File: src/rtl/song_reader.sv
// song_reader: walks one song of the song ROM and hands {note, duration}
// words to note_player one at a time.
//
// Ports:
//   clk        system clock
//   reset      synchronous, active-high reset
//   play       level; high = run, low = freeze in place
//   song       song select (upper ROM address bits)
//   note_done  note_player has finished the current note
//   note       note number for note_player (registered)
//   duration   beat count for note_player (registered)
//   new_note   one-cycle load strobe for note_player (registered)
//   song_done  one-cycle pulse at end of song (registered)
//
// song_rom: synchronous-read ROM holding four 32-entry songs.
//   word = {note[5:0], duration[5:0]}; duration 0 marks end of song.

module song_rom #(
    parameter int SONG_BITS = 2,
    parameter int IDX_BITS  = 5
) (
    input  logic                          clk,
    input  logic [SONG_BITS+IDX_BITS-1:0] addr,
    output logic [11:0]                   dout
);

    function automatic logic [11:0] rom_word(input logic [SONG_BITS+IDX_BITS-1:0] a);
        logic [SONG_BITS-1:0] s;
        logic [IDX_BITS-1:0]  i;
        int unsigned          si;
        int unsigned          ii;
        logic [11:0]          word;
        {s, i} = a;
        si   = 32'(s);
        ii   = 32'(i);
        word = '0;
        if (si == 0) begin
            if (ii == 0)      word = {6'd10, 6'd4};
            else if (ii == 1) word = {6'd12, 6'd2};
        end else if (si == 1) begin
            // every entry nonzero: note = index+1, duration cycles 1..7
            word = {6'(ii + 1), 6'((ii % 7) + 1)};
        end else if (si == 2) begin
            if (ii == 0)      word = {6'd20, 6'd3};
            else if (ii == 1) word = {6'd22, 6'd5};
        end else begin
            if (ii == 0)      word = {6'd33, 6'd1};
        end
        return word;
    endfunction

    always_ff @(posedge clk) begin
        dout <= rom_word(addr);
    end

endmodule

module song_reader #(
    parameter int SONG_BITS     = 2,
    parameter int NOTE_IDX_BITS = 5
) (
    input  logic                 clk,
    input  logic                 reset,
    input  logic                 play,
    input  logic [SONG_BITS-1:0] song,
    input  logic                 note_done,
    output logic [5:0]           note,
    output logic [5:0]           duration,
    output logic                 new_note,
    output logic                 song_done
);

    localparam logic [2:0] IDLE  = 3'd0;
    localparam logic [2:0] FETCH = 3'd1;
    localparam logic [2:0] LATCH = 3'd2;
    localparam logic [2:0] HOLD  = 3'd3;
    localparam logic [2:0] DONE  = 3'd4;

    localparam logic [NOTE_IDX_BITS-1:0] LAST_IDX = '1;

    logic [2:0]                         state, state_nx;
    logic [NOTE_IDX_BITS-1:0]           index, index_nx;
    logic [SONG_BITS-1:0]               song_q, song_q_nx;
    logic [5:0]                         note_nx, duration_nx;
    logic                               new_note_nx, song_done_nx;
    logic                               hold_first, hold_first_nx;
    logic [SONG_BITS+NOTE_IDX_BITS-1:0] addr;
    logic [11:0]                        dout;

    // Address only moves with song_q/index, so a frozen FSM keeps dout valid.
    assign addr = {song_q, index};

    song_rom #(
        .SONG_BITS(SONG_BITS),
        .IDX_BITS (NOTE_IDX_BITS)
    ) u_song_rom (
        .clk (clk),
        .addr(addr),
        .dout(dout)
    );

    always_comb begin
        state_nx      = state;
        index_nx      = index;
        song_q_nx     = song_q;
        note_nx       = note;
        duration_nx   = duration;
        hold_first_nx = hold_first;
        new_note_nx   = 1'b0;
        song_done_nx  = 1'b0;

        if (state != IDLE && song != song_q) begin
            // song change abandons the current song silently
            state_nx = IDLE;
            index_nx = '0;
        end else begin
            case (state)
                IDLE: begin
                    song_q_nx = song;
                    index_nx  = '0;
                    if (play) state_nx = FETCH;
                end
                FETCH: begin
                    if (play) state_nx = LATCH;
                end
                LATCH: begin
                    if (play) begin
                        if (dout[5:0] == 6'd0) begin
                            state_nx     = DONE;
                            song_done_nx = 1'b1;
                        end else begin
                            note_nx       = dout[11:6];
                            duration_nx   = dout[5:0];
                            new_note_nx   = 1'b1;
                            hold_first_nx = 1'b1;
                            state_nx      = HOLD;
                        end
                    end
                end
                HOLD: begin
                    // The strobe cycle must elapse with play high before
                    // note_done counts; a done left over from the previous
                    // note is ignored there.
                    if (play) begin
                        if (hold_first) begin
                            hold_first_nx = 1'b0;
                        end else if (note_done) begin
                            if (index == LAST_IDX) begin
                                state_nx     = DONE;
                                song_done_nx = 1'b1;
                            end else begin
                                index_nx = index + 1'b1;
                                state_nx = FETCH;
                            end
                        end
                    end
                end
                DONE: begin
                    state_nx = IDLE;
                    index_nx = '0;
                end
                default: begin
                    state_nx = IDLE;
                    index_nx = '0;
                end
            endcase
        end
    end

    always_ff @(posedge clk) begin
        if (reset) begin
            state      <= IDLE;
            index      <= '0;
            song_q     <= '0;
            note       <= '0;
            duration   <= '0;
            new_note   <= 1'b0;
            song_done  <= 1'b0;
            hold_first <= 1'b0;
        end else begin
            state      <= state_nx;
            index      <= index_nx;
            song_q     <= song_q_nx;
            note       <= note_nx;
            duration   <= duration_nx;
            new_note   <= new_note_nx;
            song_done  <= song_done_nx;
            hold_first <= hold_first_nx;
        end
    end

endmodule

File: config.mk
export PLATFORM = sky130hd
export DESIGN_NAME = song_reader
export DESIGN_NICKNAME = d
export VERILOG_FILES = /design/src/rtl/song_reader.sv
export SDC_FILE = /design/constraint.sdc
export NUM_CORES = 1
export LEC_CHECK = 0
export BUFFER_PORTS_ARGS = -buffer_cell sky130_fd_sc_hd__buf_2
export CORE_ASPECT_RATIO = 0.6
export CORE_MARGIN = 3
export CORE_UTILIZATION = 35
export DETAILED_ROUTE_END_ITERATION = 8
export PLACE_DENSITY = 0.53
export SYNTH_ARGS = -nofsm -noshare
export SYNTH_HDL_FRONTEND = slang
export SYNTH_HIERARCHICAL = 1
export SYNTH_SLANG_ARGS = --single-unit
File: constraint.sdc
create_clock -name clk -period 10.1 [get_ports clk]
set_clock_uncertainty 0.2 [all_clocks]
set_input_delay 1.01 -clock clk [delete_from_list [all_inputs] [get_ports clk]]
set_output_delay 1.01 -clock clk [all_outputs]
set_load 0.005 [all_outputs]
Yosys cells after proc, flatten, opt, wreduce, memory -nomap -nowiden
Cells that the tools add are included.
{ "op_classes": {"n_mux": 34, "magnitude_cmp": 0, "n_bitwise": 5, "addsub": 3, "eq_ne": 16, "n_mul": 0, "reduce_logical": 15, "n_shift": 0, "n_div": 1} }
{ "op_table": {"columns": ["operator", "count"], "rows": [
  ["$mux 12", 6],
  ["$mod 5x3->32 const B", 1],
  ["$mux 3", 8],
  ["$mux 5", 4],
  ["$ne 2x2->1 const B", 8],
  ["$pmux 3 s4", 1],
  ["$mux 11", 1],
  ["$mux 1", 10],
  ["$mux 10", 1],
  ["$pmux 5 s2", 1],
  ["$reduce_and 5->1", 2],
  ["$add 5x1->6 const B", 1],
  ["$add 6x1->6 const B", 1],
  ["$eq 3x2->1 const B", 2],
  ["$logic_not 6->1", 1],
  ["$reduce_and 6->1", 1],
  ["$add 5x1->5 const B", 1],
  ["$eq 5x1->1 const B", 1],
  ["$eq 5x5->1 const B", 1],
  ["$logic_not 5->1", 1],
  ["$not 1->1", 5],
  ["$pmux 1 s2", 2],
  ["$reduce_and 4->1", 1],
  ["$reduce_or 2->1", 2],
  ["11 further kinds", 11]
]} }
{ "word_totals": {"wordCells": 83, "output_inout_bits": 14, "register_bits": 37, "ram_bits": 0, "mem_bits_ro": 0, "latchBits": 0, "memories": 0} }

Depth between registers and ports, before layout
{ "logic_depth": {"depth_word": 6, "ltp_mapped": 14, "ltp_nobuf": 13} }

By module
The synthesis kept the hierarchy.
{ "by_module_without_submodules": {"columns": ["mod", "instances", "cells_per_inst", "area_each_um2"], "rows": [
  ["song_reader", 1, 131, 1275.0],
  ["song_rom", 1, 103, 873.3]
]} }

Worst setup path before layout
Ideal clock, no wire load.
{ "synth_timing": {"path_kind": "flip-flop to flip-flop", "from": "register index[3]", "to": "register u_song_rom.dout[2]", "path_slack_ps": 6614, "stages_incl_launch_ff": 15, "setup_time_ps": 131, "t_arrival_ps": 3154, "path_cell_list": "dfxtp_1 > buf_6 > nand2_1 > and2_1 > ha_1 > a21oi_1 > a2bb2oi_1 > xnor2_1 > ha_1 > a211oi_1 > mux2_2 > ha_1 > xor2_1 > a211oi_1 > a21oi_1"} }
{ "synth_between": {"elab_chain_cells": 6} }
{ "synth_lines": {"columns": ["element", "line", "rtl"], "rows": [
  ["start, declared", "82", "logic [NOTE_IDX_BITS-1:0] index, index_nx;"],
  ["start signal, assigned", "182", "index <= index_nx;"],
  ["branches (longest 5 deep; another with $mod 5x3->32)", null, null],
  ["$mux 12 *", "37", "if (si == 0) begin"],
  ["end signal, assigned", "53", "dout <= rom_word(addr);"],
  ["end, declared", "24", "output logic [11:0] dout"]
]} }
Mark *: on every way between the ends.
A chain may end at the register's enable or synchronous reset.

Worst setup path in the final report
Same ends and word-level chain as after synthesis.

==> results.txt <==
* Result of the run: finished, final reports clean
- Kind of capture point of the worst setup path: register
- The Yosys step of the flow raised 6 warnings.
- CTS tree: done
* Yosys top cell by area: dfxtp_1
- Total power per unit cell area: 125 nW/um2
- Of the total power, combinational logic draws 0.111.
* Worst relative slew slack: 0.456
- Top delay family on crit path: compound AO/OA/AOI/OAI gates
- Summing all placed instances gives a cell area of between 2000 and 2500 um2.
- H-Tree Level Count: 2
- TritonCTS buffer count: 5
- Later-pin clock latency in the skew report: between 0.2 and 0.3 ns
* Fraction of final layout cells sized beyond drive strength 1: 0.160
- Post-synthesis instance area: between 2000 and 2500 um2
* Max-slew violation total from the final report: 0
- Of the total power, the share spent switching nets is 0.271.
- In this run the remaining antenna-violating nets after routing total 0.
- Setup repair after global routing left no endpoint under its margin.
- Port buffering added 19 buffers.
- Most frequent cell on the critical path: ha_1
- Of the total power, registers draw 0.547.
- Tracing the worst setup path back leads to its startpoint at index[3].
* Wire length per cell: 13.3 um
* IR Drop Worst-Case VDD: 0.0000432 V
* Final hold vios: 0
- When the netlist entered floorplanning its net count stood at between 200 and 250.
- At the worst endpoint, the arrival time is between 4 and 5 ns.
* First-pass GRT wire length: 7.36 mm
* Share of flip-flops with an asynchronous set or reset after synthesis: 0
- Power after layout: 294 uW
- Summed over all cells, the static leakage comes to 0.000910 uW.
- Data on the critical path is required at its endpoint by 10.06 ns.
- Once detailed placement completed, the half-perimeter wirelength came to between 3 and 4 mm.
* Switching Power: ~80 uW
- Cell with the most instances after synthesis: dfxtp_1
- Synthesis handed over a netlist of around 230 instances.
- Effective utilization at floorplan: 0.373
- Area inside the core boundary: about 5800 um2
- For the pin with the worst max-slew slack, the measured transition is 0.816 ns.
* Critical setup path kind: reg2reg
* Vias per cell: 4.92
- I/O pin total: 20
- Of the post-synthesis cell area, the dominant cell type holds 0.345.
* Start of the worst register-to-register path: index[3]
- Startpoint of the most critical hold path: u_song_rom/dout[8]
- Total Neg Setup Slack: 0 ns
- Internal power: approximately 210 uW
- On the critical path, the stage with the largest delay is an instance of dfxtp_1.
- Clock-pin slew was measured on the worst setup and hold paths at 0.07 ns.
- The finished cells cover 2360 um2.
* Area Growth Syn to Fin: 9.73%
- Via count of the first global-routing pass: approximately 1.5k
- Total congestion overflow after global routing: 0
- Post-synthesis average cell area: 9.18 um2
- The clock passes through at most 2 buffers.
- Timing would allow up to 246 MHz.
* Combined flip-flop and latch cell area: 741 um2
* Top cells by area, synth: dfxtp_1 34%, mux2i_1 8.9%, nand2b_1 7.9%
- Core Rows: 21
- In the synthesized netlist the dominant register cell turns out to be dfxtp_1.
* Initial DRC Count: between 150 and 200
- Top cells by instance count after synthesis: 37 x dfxtp_1, 27 x nand2b_1, 19 x mux2i_1
- Post-CTS Setup Bufs: 0
* Pin count of the biggest net entering global routing: 30
- Tightest Hold Check Type: reg2reg
- Overall fraction of global-route tracks in use: 0.133
- Root Driver: clkbuf_8
- CTS saw 37 sinks.
- For this block, the via count after detailed routing is around 1.6k.
- Distinct cells, synth: 53
- The floorplan step defined a die boundary enclosing 7140 um2.
* Clock share of power: 0.342
* Die boundary width: 107 um
- Fin nets: between 200 and 300
- Final period utilization: 0.403
- The floorplan step set the die height to around 67 um.
- Residual DRC count: 0
- Critical Path Max Stage Delay: around 0.66 ns
* Number of antenna violations at the first check in global routing: 0
* Count of buffering cells on the critical path with inverters included: 0
- Count of flip-flops with a built-in enable after synthesis: 0
* First-pass iteration count of the detailed router: 4
* Synthesis-stage register bit count: 37
- Final setup vio count: 0
- Kind of start point of the critical path: register
- Max-cap violations in this run came to 0.
* Final weighted congestion of routability-driven global placement: 0.761
- Cells traversed along the worst timing path: nand2_1 > and2_1 > ha_1 > a21oi_1 > a2bb2oi_1 > xnor2_1 > ha_1 > a211oi_1 > mux2_2 > ha_1 > xor2_1 > a211oi_1 > a21oi_1
* Total of hold buffers inserted after clock tree synthesis: 0
- For this run, the register share of the synthesized area comes to 0.345.
- Worst Path Max Fanout: 16
* Ant diodes: 0
* Final worst path period need: between 4 and 5 ns
- Filler cells: 590
- After clock tree synthesis, the repair step resized 0 gates.
* Aggregate routed wire length: 4.39 mm
- Area of the multi-input gates: around 1300 um2
flip-flops by register name, indices dropped and copies added, names as in the netlist:
register,cells
hold_first,1
song_done,1
state,3
index,5
note,6
new_note,1
u_song_rom/dout,12
duration,6
song_q,2
metrics by stage:
| step | std cells | utilization | setup slack [ns] | hold WS (ns) |
|---|---|---|---|---|
| 6_report | 330 | 0.410 | 6.03 | 0.256 |
| 5_1_grt | 330 | 0.410 | 5.66 | 0.277 |
| 4_1_cts | 330 | 0.410 | 6.10 | 0.260 |
| 3_5_place_dp | 322 | 0.395 | 6.14 | 0.250 |
| 3_3_place_gp | 322 | 0.395 | 6.23 | 0.249 |
| 2_1_floorplan | 234 | - | 6.61 | 0.238 |
area by class of cell:
class / count / area share
clock buffer: 6 / 0.0308
clock inverter: 2 / 0.00425
inverter: 5 / 0.00796
multi-input combinational: 181 / 0.560
sequential: 37 / 0.314
tap: 80 / 0.0425
timing repair buffer: 19 / 0.0403
power by group through the flow:
| stage | logic [uW] | registers [uW] | clock network, uW |
|---|---|---|---|
| 2_1_floorplan | 30.7 | 159 | 0 |
| 3_5_place_dp | 32.4 | 164 | 0 |
| 6_report | 32.7 | 161 | 101 |
| 3_3_place_gp | 32.8 | 165 | 0 |
| 5_1_grt | 36.6 | 162 | 111 |
| 4_1_cts | 32.7 | 161 | 104 |
cells by family after synthesis:
kind of cell	share of synthesized area
compound gates	0.159
buf+inv	0.0408
mux	0.0938
simple gates	0.273
fa+ha+maj	0.0524
flops	0.345
xor+xnor	0.0367
worst min-delay path, cell delays in order (launching register included):
cell      delay [ns]
dfxtp_1         0.30
nand2b_1        0.06
mux2i_1         0.06
per-layer routing:
metal / share of wire / GRT usage
met5: 0 / 0
met3: 0.036 / 0.0319
met4: 0.0061 / 0.0383
met1: 0.57 / 0.198
met2: 0.38 / 0.185
final timing paths:
check,to,slack [ns],depth (start not counted)
min,note[2],0.26,2
min reg2reg,note[2],0.26,2
max reg2reg,u_song_rom/dout[2],6.03,13
max,u_song_rom/dout[2],6.03,13
cell usage in the layout (no fill, tap or decap), types with 4 or more instances in the layout:
master     n
a211oi_1   6
a21oi_1   13
and2_1     5
buf_2     19
clkbuf_8   5
dfxtp_1   37
ha_1       9
inv_1      5
mux2i_1   19
nand2_1   11
nand2b_1  27
nand3_1    6
nand3b_1   4
nor2_1    16
nor3_1     4
o21ai_0   10
xnor2_1    4
xor2_1     5
(Power assumes the default switching activity.)
